**src/rtl/dht11_sequencer_pkg.sv**
```systemverilog
// Shared types and helpers for the DHT11 measurement sequencer.
package dht11_sequencer_pkg;

   // Sequencer states; also exported on the debug port of the top level.
   typedef enum logic [2:0] {
      ST_POWERUP   = 3'd0,
      ST_IDLE      = 3'd1,
      ST_TRIG      = 3'd2,
      ST_WAIT_DONE = 3'd3,
      ST_CONVERT   = 3'd4,
      ST_PUBLISH   = 3'd5
   } state_t;

   localparam int MS_PER_S    = 1000;
   localparam int BIN_W       = 8;
   localparam int BCD_DIGIT_W = 4;
   localparam int BCD_DIGITS  = 3;
   localparam int BCD_W       = BCD_DIGITS * BCD_DIGIT_W;
   localparam int DD_SR_W     = BCD_W + BIN_W;

   // One double-dabble iteration on {bcd, bin}: add 3 to any digit >= 5, then shift left.
   function automatic logic [DD_SR_W-1:0] dd_step(input logic [DD_SR_W-1:0] sr);
      logic [DD_SR_W-1:0] t;
      t = sr;
      for (int d = 0; d < BCD_DIGITS; d++) begin
         if (t[BIN_W + d*BCD_DIGIT_W +: BCD_DIGIT_W] >= 4'd5) begin
            t[BIN_W + d*BCD_DIGIT_W +: BCD_DIGIT_W] = t[BIN_W + d*BCD_DIGIT_W +: BCD_DIGIT_W] + 4'd3;
         end
      end
      return {t[DD_SR_W-2:0], 1'b0};
   endfunction

endpackage

```
**src/rtl/dht11_sequencer_bin2bcd_seq.sv**
```systemverilog
// Sequential 8-bit binary to 3-digit BCD converter (shift-add-3, one bit per cycle).
// i_start loads the operand; o_done pulses for one cycle 8 clocks later with o_bcd final.
module bin2bcd_seq
   import dht11_sequencer_pkg::*;
(
   input  logic             i_clk,
   input  logic             i_rst,
   input  logic             i_start,
   input  logic [BIN_W-1:0] i_bin,
   output logic [BCD_W-1:0] o_bcd,
   output logic             o_done
);

   logic [DD_SR_W-1:0] r_sr;
   logic [3:0]         r_cnt;
   logic               r_busy;
   logic               r_done;

   // Load on start, then apply one double-dabble step per cycle for BIN_W cycles.
   always_ff @(posedge i_clk) begin
      if (i_rst) begin
         r_sr   <= '0;
         r_cnt  <= '0;
         r_busy <= 1'b0;
         r_done <= 1'b0;
      end else begin
         r_done <= 1'b0;
         if (i_start) begin
            r_sr   <= {{BCD_W{1'b0}}, i_bin};
            r_cnt  <= '0;
            r_busy <= 1'b1;
         end else if (r_busy) begin
            r_sr  <= dd_step(r_sr);
            r_cnt <= r_cnt + 4'd1;
            if (r_cnt == 4'(BIN_W - 1)) begin
               r_busy <= 1'b0;
               r_done <= 1'b1;
            end
         end
      end
   end

   assign o_bcd  = r_sr[DD_SR_W-1:BIN_W];
   assign o_done = r_done;

endmodule

```
**src/rtl/dht11_sequencer.sv**
```systemverilog
// Periodic DHT11 measurement sequencer: triggers dht11_controller, enforces power-up delay,
// sample spacing and response timeout, keeps last good integer bytes plus their BCD form.
// Handshake: o_dht_start and i_dht_done are single-cycle pulses; i_dht_valid is only
// meaningful in the cycle i_dht_done is high; i_force_req is a single-cycle request.
module dht11_sequencer
   import dht11_sequencer_pkg::*;
#(
   parameter int CLK_HZ     = 100_000_000,
   parameter int POWERUP_MS = 1000,
   parameter int PERIOD_MS  = 2000,
   parameter int MIN_GAP_MS = 1000,
   parameter int TIMEOUT_MS = 30
)(
   input  logic             i_clk,
   input  logic             i_rst,
   input  logic             i_enable,
   input  logic             i_force_req,
   input  logic             i_dht_done,
   input  logic             i_dht_valid,
   input  logic [15:0]      i_dht_humidity,
   input  logic [15:0]      i_dht_temperature,
   output logic             o_dht_start,
   output logic [7:0]       o_hum_int,
   output logic [7:0]       o_temp_int,
   output logic [BCD_W-1:0] o_hum_bcd,
   output logic [BCD_W-1:0] o_temp_bcd,
   output logic             o_data_valid,
   output logic             o_update,
   output logic             o_err_timeout,
   output logic             o_err_checksum,
   output logic [7:0]       o_err_cnt,
   output logic             o_busy,
   output state_t           o_dbg_state
);

   localparam int MS_DIV = CLK_HZ / MS_PER_S;
   localparam int DIV_W  = (MS_DIV > 1) ? $clog2(MS_DIV) : 1;
   localparam int EL_MAX = (PERIOD_MS > MIN_GAP_MS) ? PERIOD_MS : MIN_GAP_MS;
   localparam int EL_W   = $clog2(EL_MAX + 1);
   localparam int PU_W   = $clog2(POWERUP_MS + 1);
   localparam int TO_W   = $clog2(TIMEOUT_MS + 1);

   state_t            r_state;
   logic [DIV_W-1:0]  r_div;
   logic [PU_W-1:0]   r_pu;
   logic [EL_W-1:0]   r_el;
   logic [TO_W-1:0]   r_to;
   logic              r_force_pend;
   logic              r_start;
   logic [7:0]        r_hum_sh, r_temp_sh;
   logic [7:0]        r_hum_int, r_temp_int;
   logic [BCD_W-1:0]  r_hum_bcd, r_temp_bcd;
   logic              r_data_valid, r_update, r_err_to, r_err_cs, r_busy;
   logic [7:0]        r_err_cnt;

   logic              w_ms_tick;
   logic              w_bcd_start;
   logic [BCD_W-1:0]  w_hum_bcd, w_temp_bcd;
   logic              w_hum_done, w_temp_done;
   logic              w_unused;

   // Fractional bytes are not used by this layer.
   assign w_unused = ^{i_dht_humidity[7:0], i_dht_temperature[7:0]};

   assign w_ms_tick = (r_div == DIV_W'(MS_DIV - 1));

   // Converters start straight from the controller bytes so publish lands 10 cycles after done.
   assign w_bcd_start = (r_state == ST_WAIT_DONE) && i_dht_done && i_dht_valid;

   // Free-running millisecond divider.
   always_ff @(posedge i_clk) begin
      if (i_rst || w_ms_tick) r_div <= '0;
      else                    r_div <= r_div + DIV_W'(1);
   end

   // A forced request stays pending until the trigger that services it.
   always_ff @(posedge i_clk) begin
      if (i_rst)                     r_force_pend <= 1'b0;
      else if (i_force_req)          r_force_pend <= 1'b1;
      else if (r_state == ST_TRIG)   r_force_pend <= 1'b0;
   end

   bin2bcd_seq u_hum_bcd (
      .i_clk   (i_clk),
      .i_rst   (i_rst),
      .i_start (w_bcd_start),
      .i_bin   (i_dht_humidity[15:8]),
      .o_bcd   (w_hum_bcd),
      .o_done  (w_hum_done)
   );

   bin2bcd_seq u_temp_bcd (
      .i_clk   (i_clk),
      .i_rst   (i_rst),
      .i_start (w_bcd_start),
      .i_bin   (i_dht_temperature[15:8]),
      .o_bcd   (w_temp_bcd),
      .o_done  (w_temp_done)
   );

   // Sequencer FSM with all data, status and strobe outputs registered.
   always_ff @(posedge i_clk) begin
      if (i_rst) begin
         r_state      <= ST_POWERUP;
         r_pu         <= '0;
         r_el         <= '0;
         r_to         <= '0;
         r_start      <= 1'b0;
         r_hum_sh     <= '0;
         r_temp_sh    <= '0;
         r_hum_int    <= '0;
         r_temp_int   <= '0;
         r_hum_bcd    <= '0;
         r_temp_bcd   <= '0;
         r_data_valid <= 1'b0;
         r_update     <= 1'b0;
         r_err_to     <= 1'b0;
         r_err_cs     <= 1'b0;
         r_err_cnt    <= '0;
         r_busy       <= 1'b0;
      end else begin
         r_start  <= 1'b0;
         r_update <= 1'b0;
         // Time since last start keeps running through the whole transaction; TRIG zeroes it.
         if (w_ms_tick && (r_state != ST_POWERUP) && (r_el != EL_W'(EL_MAX))) begin
            r_el <= r_el + EL_W'(1);
         end
         case (r_state)
            ST_POWERUP: begin
               if (w_ms_tick) begin
                  if (r_pu == PU_W'(POWERUP_MS - 1)) begin
                     r_state <= ST_IDLE;
                     r_el    <= EL_W'(PERIOD_MS);
                  end else begin
                     r_pu <= r_pu + PU_W'(1);
                  end
               end
            end
            ST_IDLE: begin
               if ((i_enable && (r_el >= EL_W'(PERIOD_MS))) ||
                   (r_force_pend && (r_el >= EL_W'(MIN_GAP_MS)))) begin
                  r_state <= ST_TRIG;
                  r_start <= 1'b1;
                  r_busy  <= 1'b1;
               end
            end
            ST_TRIG: begin
               r_el    <= '0;
               r_to    <= '0;
               r_state <= ST_WAIT_DONE;
            end
            ST_WAIT_DONE: begin
               if (i_dht_done) begin
                  if (i_dht_valid) begin
                     r_hum_sh  <= i_dht_humidity[15:8];
                     r_temp_sh <= i_dht_temperature[15:8];
                     r_state   <= ST_CONVERT;
                  end else begin
                     r_err_cs <= 1'b1;
                     r_err_to <= 1'b0;
                     if (r_err_cnt != 8'hFF) r_err_cnt <= r_err_cnt + 8'd1;
                     r_state  <= ST_IDLE;
                     r_busy   <= 1'b0;
                  end
               end else if (w_ms_tick) begin
                  if (r_to == TO_W'(TIMEOUT_MS - 1)) begin
                     r_err_to <= 1'b1;
                     r_err_cs <= 1'b0;
                     if (r_err_cnt != 8'hFF) r_err_cnt <= r_err_cnt + 8'd1;
                     r_state  <= ST_IDLE;
                     r_busy   <= 1'b0;
                  end else begin
                     r_to <= r_to + TO_W'(1);
                  end
               end
            end
            ST_CONVERT: begin
               if (w_hum_done && w_temp_done) begin
                  r_hum_int    <= r_hum_sh;
                  r_temp_int   <= r_temp_sh;
                  r_hum_bcd    <= w_hum_bcd;
                  r_temp_bcd   <= w_temp_bcd;
                  r_data_valid <= 1'b1;
                  r_update     <= 1'b1;
                  r_err_to     <= 1'b0;
                  r_err_cs     <= 1'b0;
                  r_state      <= ST_PUBLISH;
               end
            end
            ST_PUBLISH: begin
               r_state <= ST_IDLE;
               r_busy  <= 1'b0;
            end
            default: begin
               r_state <= ST_IDLE;
               r_busy  <= 1'b0;
            end
         endcase
      end
   end

   assign o_dht_start    = r_start;
   assign o_hum_int      = r_hum_int;
   assign o_temp_int     = r_temp_int;
   assign o_hum_bcd      = r_hum_bcd;
   assign o_temp_bcd     = r_temp_bcd;
   assign o_data_valid   = r_data_valid;
   assign o_update       = r_update;
   assign o_err_timeout  = r_err_to;
   assign o_err_checksum = r_err_cs;
   assign o_err_cnt      = r_err_cnt;
   assign o_busy         = r_busy;
   assign o_dbg_state    = r_state;

endmodule

```
**config.mk**
```make
export PLATFORM = sky130hd
export DESIGN_NAME = dht11_sequencer
export DESIGN_NICKNAME = d
export VERILOG_FILES = /design/src/rtl/dht11_sequencer_pkg.sv /design/src/rtl/dht11_sequencer_bin2bcd_seq.sv /design/src/rtl/dht11_sequencer.sv
export SDC_FILE = /design/constraint.sdc
export NUM_CORES = 1
export LEC_CHECK = 0
export CELL_PAD_IN_SITES_DETAIL_PLACEMENT = 1
export CELL_PAD_IN_SITES_GLOBAL_PLACEMENT = 1
export CORE_AREA = 2 2 140 142
export CTS_BUF_LIST = sky130_fd_sc_hd__clkbuf_4 sky130_fd_sc_hd__clkbuf_8
export CTS_CLUSTER_SIZE = 12
export DETAILED_ROUTE_END_ITERATION = 10
export DIE_AREA = 0 0 142 144
export MAX_ROUTING_LAYER = met4
export PLACE_DENSITY_LB_ADDON = 0.1
export SLEW_MARGIN = 30
export SYNTH_ARGS = -nofsm -noshare
export SYNTH_HDL_FRONTEND = slang
export SYNTH_SLANG_ARGS = --single-unit
export TNS_END_PERCENT = 50
```
**constraint.sdc**
```tcl
create_clock -name i_clk -period 2.25 [get_ports i_clk]
set_clock_uncertainty 0.1 [all_clocks]
set_input_delay 0.5625 -clock i_clk [delete_from_list [all_inputs] [get_ports i_clk]]
set_output_delay 0.5625 -clock i_clk [all_outputs]
set_load 0.03 [all_outputs]
```
==> results of run 1 <==
-- worst register-to-register path, delay by kind of cell (launching register included) --
family                 cells  cell delay, ns
and+or+nand+nor            3            1.13
DFF                        1            0.35
muxes                      1            0.34
buffers and inverters      1            0.17
AOI/OAI and AO/OA          1            0.09
-- through the flow --
stage | setup TNS (ns) | instances | utilization [%]
2_1_floorplan | -0.5136 | 863 | -
3_3_place_gp | -0.8716 | 1196 | 45.73
3_5_place_dp | -1.479 | 1196 | 45.73
4_1_cts | -0.005002 | 1228 | 48.02
5_1_grt | -1.655 | 1233 | 48.69
6_report | -0.1569 | 1233 | 48.69
-- final cells by class --
cell class,instances,area (µm²)
clock buffer,18,247.7
multi-input combinational,623,3739
clock inverter,14,178.9
inverter,24,90.09
sequential,169,3386
tap,238,297.8
fill,2254,9791
timing repair buffer,147,1350
-- per-layer routing --
metal  share of wire, %  vias up  global-route usage [%]
met5                  0        -                       -
met4                1.5        0                   5.368
met3                2.4       22                   3.808
met2                 52       69                   35.77
met1                 44     3145                   23.28
li1                   -     3175                       -
-- placed cells by master, fill, tap and decap left out, drive strengths merged, types with 17 or more instances in the layout --
cell type / count
xnor2: 24
clkbuf: 18
nand4: 21
nor2: 72
clkdlybuf4s50: 60
o21ai: 19
dfxtp: 169
buf: 70
nand2: 163
inv: 32
mux2i: 17
ha: 21
nand2b: 20
a21oi: 112
xor2: 24
nand3: 26
-- final timing paths --
check,endpoint,slack [ns],cells after the start
max reg2reg,o_err_cnt[5],-0.04,6
min reg2reg,o_hum_int[3],0.36,2
min,r_force_pend,0.28,2
max,o_err_cnt[5],-0.04,6
-- synth_stat cells (3+ instances only) --
library cell | instances | share of area (%)
a21o_1 | 4 | 0.41
a21oi_1 | 110 | 7.5
and3_1 | 9 | 0.77
and4_1 | 3 | 0.36
buf_1 | 6 | 0.31
buf_2 | 4 | 0.27
clkbuf_1 | 37 | 1.9
dfxtp_1 | 169 | 46
ha_1 | 21 | 3.6
inv_1 | 24 | 1.2
mux2_2 | 14 | 2.2
mux2i_1 | 17 | 2.3
nand2_1 | 163 | 8.4
nand2b_1 | 19 | 1.6
nand3_1 | 26 | 1.8
nand3b_1 | 7 | 0.72
nand4_1 | 20 | 1.7
nand4b_1 | 3 | 0.36
nor2_1 | 72 | 3.7
nor2b_1 | 5 | 0.43
nor3_1 | 5 | 0.34
nor4_1 | 4 | 0.34
o211ai_1 | 4 | 0.41
o21ai_0 | 13 | 0.89
o21ai_1 | 6 | 0.41
o31ai_1 | 4 | 0.41
o41ai_1 | 3 | 0.36
or3_1 | 4 | 0.34
or4_1 | 7 | 0.72
xnor2_1 | 24 | 2.9
xor2_1 | 24 | 2.9
-- kinds of logic after synthesis --
kind of cell	after synthesis
muxes	33
buffers and inverters	72
xor gates and xnor gates	48
adders and majority gates	21
AOI/OAI and AO/OA	159
and+or+nand+nor	361
DFF	169
-- what timing repair did --
| action | 4_1_cts | 5_1_grt |
|---|---|---|
| endpoints found under the hold margin | 0 | 0 |
| pin swaps | 2 | 12 |
| gates resized for setup | 13 | 27 |
| setup buffers | 0 | 4 |
| gates cloned | 0 | 1 |
| endpoints found under the setup margin | 17 | 30 |
-- sequential cells by signal, summed over array words and instances, names as in the netlist, 4 cells and up --
signal            count
r_hum_sh              8
o_err_cnt             8
r_div                17
u_hum_bcd.r_cnt       4
o_temp_int            8
r_to                  5
u_temp_bcd.r_sr      20
r_temp_sh             8
u_hum_bcd.r_sr       20
u_temp_bcd.r_cnt      4
r_el                 11
o_hum_int             8
o_hum_bcd            12
o_temp_bcd           12
r_pu                 10
-- report_power, final --
group | leakage [nW] | internal [mW] | total, mW | switching [mW]
logic | 1.91 | 0.0590 | 0.133 | 0.0739
registers | 1.36 | 2.99 | 3.00 | 0.00363
clock network | 0.219 | 1.07 | 2.34 | 1.27
total | 3.49 | 4.12 | 5.47 | 1.35
==> impl_metrics.yaml, run 1 <==
power_and_ir_drop:
  p_leak_nw: 3.492
  fin_total_pwr_mw: 5.472
  p_per_area_nw_per_um2: 589.1
  peakVddDrop_mv: 0.3145
critical_path:
  cp-startpoint: "r_div[13]"
  path_cells: "or4b_4 -> nor4_4 -> buf_6 -> a21oi_4 -> nor4_2 -> mux2_1"
  start_kind: "flop"
  crit_required_ns: 2.50
  max_stage_delay_ns: 0.54
  critPathArrivalTime_ns: 2.54
  rr_startpoint: "r_div[13]"
  cp-end-kind: "flop"
  path_buf_inv: 1
  critPathTopFamily: "simple AND/OR/NAND/NOR gates"
  cp_max_fo: 6
  crit_type: "reg -> reg"
  slowest_stage: "or4b_4"
clock_tree:
  clockRootBuffer: "clkbuf_8"
  hold_buffers: 0
  clk_pin_slew_ns: 0.10
  clock_latency_ns: 0.46
  cts_tree: "done"
  cts_max_path_buffers: 2
  cts.sinks: 169
  cts_inserted_buffers: 17
  htreeDepth: 4
routing:
  vias: 6411
  first_pass_iters: 4
  drc: 0
  via_per_inst: 5.200
  wl_per_cell_um: 15.76
  drt_iter0_markers: 199
  drtAntennaViolNets: 0
  wl_mm: 19.43
sta:
  slew_headroom_pct: 56.52
  hold_viol: 0
  slew_viol_final: 0
  setup_viol_count_final: 8
  fmax_mhz: 437.3
  timing.hold.ws_ns: 0.2772
  rsz0062_at_grt: "yes"
  worst_pin_slew_ns: 0.6454
  timing.final.ws_setup_ns: -0.03692
  final.period_utilization_pct: 101.6
  period_needed_ns: 2.287
finish:
  design_area_um2: 9289
  syn_to_final_growth_pct: 27.10
  num_antenna_cells: 0
  layout.nets: 1041
  drive_gt1_share_pct: 14.47
placed_design:
  dp.final_hpwl_mm: 13.55
  numPortBuffers: 78
  place_ws_ns: -0.2502
  place_area_um2: 8725
  gp_congestion: 0.7845
worst_hold_path:
  min-delay-start: "i_rst"
  hp-class: "in -> reg"
job:
  drv_cap: 0
floorplanning:
  die_w_um: 142
  die_h_um: 144
  ioPinCount: 95
  start_util_pct: 38.30
  die_area_um2: 20450
  rows: 51
  core_area_um2: 19080
logic_synthesis:
  synth_adder_area_share_pct: 3.595
  synth_simple_gate_area_share_pct: 23.49
  synth_top_family_by_area: "simple AND/OR/NAND/NOR gates"
  yosysWarningCount: 0
  ys_ff_latch: 169
  synthCells: 863
  syn-num-nets: 922
  synth-main-ff-cell: "dfxtp_1"
  synth_area_per_cell_um2: 8.468
  seq_area_frac_synth_pct: 46.29
  synth-edff-count: 0
  synth_compound_area_share_pct: 12.21
  synth-xor-area-share_pct: 5.752
  synth.distinct_cells: 57
  muxShareOfSynthArea_pct: 4.794
  synthArstFlopShare_pct: 0
  synth.cell_area_um2: 7308
global_routing:
  grt_start_max_net_pins: 59
  grt_first_pass_wirelength_mm: 32.48
  antenna_found_initial: 0
  grt_usage_pct: 20.09
  first_global_vias: 6787
  overflow: 0
status:
  violations: "negative setup slack"
  run_status: "finished with violations"
No activity file was read; power rests on OpenSTA's default activity.
==> run 2, diff against run 1 <==
--- a/config.mk
+++ b/config.mk
@@ -14,6 +14,7 @@
 export DIE_AREA = 0 0 142 144
 export MAX_ROUTING_LAYER = met4
 export PLACE_DENSITY_LB_ADDON = 0.1
+export RECOVER_POWER = 25
 export SLEW_MARGIN = 30
 export SYNTH_ARGS = -nofsm -noshare
 export SYNTH_HDL_FRONTEND = slang
==> run 2 against run 1 <==
- the run still ends with negative setup slack left
- design area decreased by 0.39%
- register-to-register slack about the same
- highest routed layer unchanged
- power decreased by 0.11%
- sequential power about the same
- combinational power decreased by 4%
==> impl_metrics.yaml, run 2 (synthesized netlist as in run 1, its figures left out) <==
sta:
  slew_headroom_pct: 16.11
  setup_viol_count_final: 8
  worst_pin_slew_ns: 1.258
  slew_viol_final: 0
  hold_viol: 0
  fmax_mhz: 437.0
  period_needed_ns: 2.288
  timing.final.ws_setup_ns: -0.03832
  rsz0062_at_grt: "yes"
  final.period_utilization_pct: 101.7
worst_hold_path:
  hp-class: "in -> reg"
global_routing:
  antenna_found_initial: 0
  grt_first_pass_wirelength_mm: 32.48
  grt_start_max_net_pins: 59
  overflow: 0
  first_global_vias: 6787
  grt_usage_pct: 20.09
critical_path:
  rr_endpoint: "o_err_cnt[5]"
  path_depth: 6
  max_stage_delay_ns: 0.54
  slowest_stage: "or4b_4"
  path_buf_inv: 1
  path_cells: "or4b_4 -> nor4_4 -> buf_6 -> a21oi_4 -> nor4_2 -> mux2_1"
  start_kind: "flop"
  reg2regPathDepth: 6
  crit_required_ns: 2.50
  rr_startpoint: "r_div[13]"
  critPathTopFamily: "simple AND/OR/NAND/NOR gates"
  cp-startpoint: "r_div[13]"
  crit_type: "reg -> reg"
  crit_end: "o_err_cnt[5]"
  rrSetupSlack_ns: -0.04
  cp_max_fo: 6
  critPathArrivalTime_ns: 2.54
  cp-end-kind: "flop"
floorplanning:
  die_area_um2: 20450
  start_util_pct: 38.30
  core_area_um2: 19080
  rows: 51
  ioPinCount: 95
  die_h_um: 144
  die_w_um: 142
power_and_ir_drop:
  p_leak_nw: 3.479
  p_per_area_nw_per_um2: 590.8
  fin_total_pwr_mw: 5.467
  peakVddDrop_mv: 0.3145
placed_design:
  numPortBuffers: 78
  place_area_um2: 8725
  dp.cells: 1196
  gp_congestion: 0.7845
  dp.final_hpwl_mm: 13.55
finish:
  final_common_cell: "dfxtp_1"
  syn_to_final_growth_pct: 26.60
  stdcell_count: 1233
  layout.nets: 1041
  layout_common_cells: "dfxtp_1 (167), nand2_1 (163), a21oi_1 (105)"
  drive_gt1_share_pct: 14.37
  reg_top3: "u_hum_bcd.r_sr: 20 flops, u_temp_bcd.r_sr: 20 flops, r_div: 17 flops"
  design_area_um2: 9253
  num_antenna_cells: 0
  final_util_pct: 48.50
routing:
  drc: 0
  wl_mm: 19.42
  drtAntennaViolNets: 0
  via_per_inst: 5.202
  drt_iter0_markers: 201
  wl_per_cell_um: 15.75
  first_pass_iters: 4
  vias: 6414
status:
  violations: "negative setup slack"
  run_status: "finished with violations"
clock_tree:
  cts_inserted_buffers: 17
  clk_pin_slew_ns: 0.10
  cts_max_path_buffers: 2
  clock_latency_ns: 0.46
  cts.sinks: 169
  htreeDepth: 4
  clockRootBuffer: "clkbuf_8"
  cts_tree: "done"
  hold_buffers: 0
job:
  drv_cap: 0
## run 2: stage by stage
step	TNS (ns)	setup WS, ns	hold WS [ns]
2_1_floorplan	-0.5136	-0.01993	0.3175
3_3_place_gp	-0.8716	-0.1921	0.3417
3_5_place_dp	-1.479	-0.2502	0.3488
4_1_cts	-0.005002	-0.005002	0.2595
5_1_grt	-1.686	-0.1292	0.2695
6_report	-0.1659	-0.03832	0.2789
## run 2: worst min-delay path by stage
stage | startpoint | to | depth (start not counted)
after floorplan | r_div[0] | r_div[0] | 1
after global placement | r_hum_sh[7] | o_hum_int[7] | 2
after detailed placement | r_hum_sh[3] | o_hum_int[3] | 2
after CTS | i_rst | r_force_pend | 2
after global routing | i_rst | r_force_pend | 2
final | i_rst | r_force_pend | 2
## run 2: what timing repair did
action	in CTS	in global routing
pin swaps	2	12
setup buffers	0	4
gates resized for setup	13	27
cloned	0	1
setup endpoints to repair	17	30
## run 2: power by group
group	leakage (nW)	switching [mW]	internal, mW
Clock	0.219	1.27	1.07
Sequential	1.36	0.00363	2.99
Combinational	1.90	0.0733	0.0551
Total	3.48	1.35	4.12
## run 2: metal layers
layer,part of all wire [%],GRT usage (%),up-vias
li1,-,-,3177
met1,44,23.28,3149
met2,52,35.77,66
met3,2.4,3.808,22
met4,1.5,5.368,0
met5,0,-,-
## run 2: area by class of cell
cell class,instances,area [µm²]
flip-flops and latches,169,3386
repair buffers,147,1314
clock buffers,18,247.7
fillers,2260,9827
multi-input cells,623,3739
well taps,238,297.8
clock inverters,14,178.9
inverters,24,90.09
==> run 3, diff against run 2 <==
--- a/config.mk
+++ b/config.mk
@@ -7,11 +7,11 @@
 export LEC_CHECK = 0
 export CELL_PAD_IN_SITES_DETAIL_PLACEMENT = 1
 export CELL_PAD_IN_SITES_GLOBAL_PLACEMENT = 1
-export CORE_AREA = 2 2 140 142
+export CORE_AREA = 5 5 143 145
 export CTS_BUF_LIST = sky130_fd_sc_hd__clkbuf_4 sky130_fd_sc_hd__clkbuf_8
 export CTS_CLUSTER_SIZE = 12
 export DETAILED_ROUTE_END_ITERATION = 10
-export DIE_AREA = 0 0 142 144
+export DIE_AREA = 0 0 148 150
 export MAX_ROUTING_LAYER = met4
 export PLACE_DENSITY_LB_ADDON = 0.1
 export RECOVER_POWER = 25
==> run 3 against run 2 <==
- the flow now finishes without violations
- core utilization decreased by 0.46 points
- flip-flop and latch count unchanged
- hold slack improved by 0.077 ns
- fmax increased by 2.7%
- die area increased by 8.6%
- sequential power about the same
- via count decreased by 1.9%
- final cell count decreased by 1.1%
- combinational power about the same
- sequential share of layout area increased by 0.34 points
- count of clock-buffer cells in the layout increased by 1
- critical path type unchanged
==> impl_metrics.yaml, run 3 (synthesized netlist as in run 1, its figures left out) <==
clock_tree:
  cts_inserted_buffers: 17
  htreeDepth: 4
  clk_pin_slew_ns: 0.10
  cts_max_path_buffers: 2
  cts_tree: "done"
  hold_buffers: 0
  clockRootBuffer: "clkbuf_8"
  cts.sinks: 169
  clock_latency_ns: 0.45
global_routing:
  antenna_found_initial: 0
  overflow: 0
  grt_usage_pct: 17.67
  first_global_vias: 6719
  grt_start_max_net_pins: 42
  grt_first_pass_wirelength_mm: 31.75
critical_path:
  rrSetupSlack_ns: 0.02
  critPathArrivalTime_ns: 2.48
  cp-end-kind: "flop"
  start_kind: "flop"
  reg2regPathDepth: 7
  crit_required_ns: 2.50
  crit_type: "reg -> reg"
  cp_max_fo: 7
sta:
  finalSetupTns_ns: 0
  final.period_utilization_pct: 99.04
  fmax_mhz: 448.8
  slew_headroom_pct: 51.46
  worst_pin_slew_ns: 0.7281
  period_needed_ns: 2.228
  rsz0062_at_grt: "yes"
  setup_viol_count_final: 0
  hold_viol: 0
  slew_viol_final: 0
floorplanning:
  die_area_um2: 22200
  start_util_pct: 38.30
  die_w_um: 148
  rows: 51
  die_h_um: 150
  core_area_um2: 19080
  ioPinCount: 95
routing:
  first_pass_iters: 4
  drt_iter0_markers: 225
  via_per_inst: 5.162
  wl_mm: 18.78
  drc: 0
  wl_per_cell_um: 15.41
  drtAntennaViolNets: 0
  vias: 6292
status:
  run_status: "completed"
finish:
  n_fill_cell: 2272
  layout.nets: 1027
  drive_gt1_share_pct: 13.86
  final_util_pct: 48.04
  reg_top3: "u_hum_bcd.r_sr: 20 flops, u_temp_bcd.r_sr: 20 flops, r_div: 17 flops"
  design_area_um2: 9165
  final_common_cell: "dfxtp_1"
  multiInputGateArea_um2: 3772
  seqCellArea_um2: 3385
  layout_common_cells: "dfxtp_1 (168), nand2_1 (163), a21oi_1 (103)"
  num_antenna_cells: 0
  syn_to_final_growth_pct: 25.41
power_and_ir_drop:
  switchingPower_mw: 1.312
  p_sw_share_pct: 25.22
  p_per_area_nw_per_um2: 567.5
  clkPwrFrac_pct: 39.9
  p_leak_nw: 3.359
  p_int_mw: 3.889
  seqPwrFrac_pct: 57.6
  peakVddDrop_mv: 0.3772
  p_comb_share_pct: 2.4
placed_design:
  numPortBuffers: 78
  gp_congestion: 0.7969
  place_area_um2: 8675
  dp.final_hpwl_mm: 13.40
job:
  drv_cap: 0
worst_hold_path:
  holdPathStages: 1
  hp-class: "reg -> reg"
run 3: changes by cell type in the layout (fill, tap and decap cells not counted), sizes merged, moves of 2 or more:
cell           previous run  this run
buf                      66        54
clkinv                    4         1
clkinvlp                  0         3
bufinv                    2         0
clkdlybuf4s50            59        61
dlygate4sd2               9         7
run 3: worst max-delay path, stage by stage, from the launching register on:
cell	delay (ns)
dfxtp_2	0.34
or4bb_4	0.55
nor4_4	0.24
buf_6	0.17
buf_6	0.13
and3_4	0.19
nand4_1	0.10
mux2_4	0.31
run 3: power by group through the flow:
stage | Clock [mW] | Combinational [mW] | Sequential [mW]
6_report | 2.08 | 0.127 | 3.00
5_1_grt | 2.29 | 0.141 | 3.00
4_1_cts | 2.15 | 0.130 | 3.00
3_5_place_dp | 0 | 0.129 | 3.07
3_3_place_gp | 0 | 0.125 | 3.07
2_1_floorplan | 0 | 0.0565 | 3.07
run 3: final cells by class:
| type | count | area share (%) |
|---|---|---|
| clock buffers | 19 | 2.717 |
| clock inverters | 13 | 1.365 |
| flip-flops and latches | 169 | 36.93 |
| repair buffers | 134 | 13.60 |
| inverters | 24 | 0.9829 |
| multi-input cells | 622 | 41.16 |
| well taps | 238 | 3.249 |
run 3: path summary, 6_finish.rpt:
| check | start | end |
|---|---|---|
| setup / recovery | r_div[3] | r_pu[4] |
| hold reg to reg | r_div[0] | r_div[0] |
| setup reg to reg | r_div[3] | r_pu[4] |
| hold / removal | r_div[0] | r_div[0] |
run 3: timing repair:
action / in CTS / in global routing
pin swaps: 1 / 14
gates resized for setup: 14 / 33
setup endpoints to repair: 23 / 35
gates cloned: 0 / 0
setup buffers: 0 / 1
run 3: layer usage:
layer	vias to the layer above	share of wire, %	track usage (%)
li1	3142	-	-
met1	3069	44	19.78
met2	63	53	31.81
met3	18	2.2	3.876
met4	0	1.4	4.942
met5	-	0	-
run 3: stage by stage:
step	power [mW]	setup WS (ns)	hold slack, ns	cells
final	5.201	0.02160	0.3559	1219
after global routing	5.427	-0.05968	0.3725	1219
after CTS	5.281	-0.02669	0.3566	1218
after detailed placement	3.196	-0.2189	0.3390	1186
after global placement	3.193	-0.2409	0.3345	1186
after floorplan	3.124	-0.01993	0.3175	863
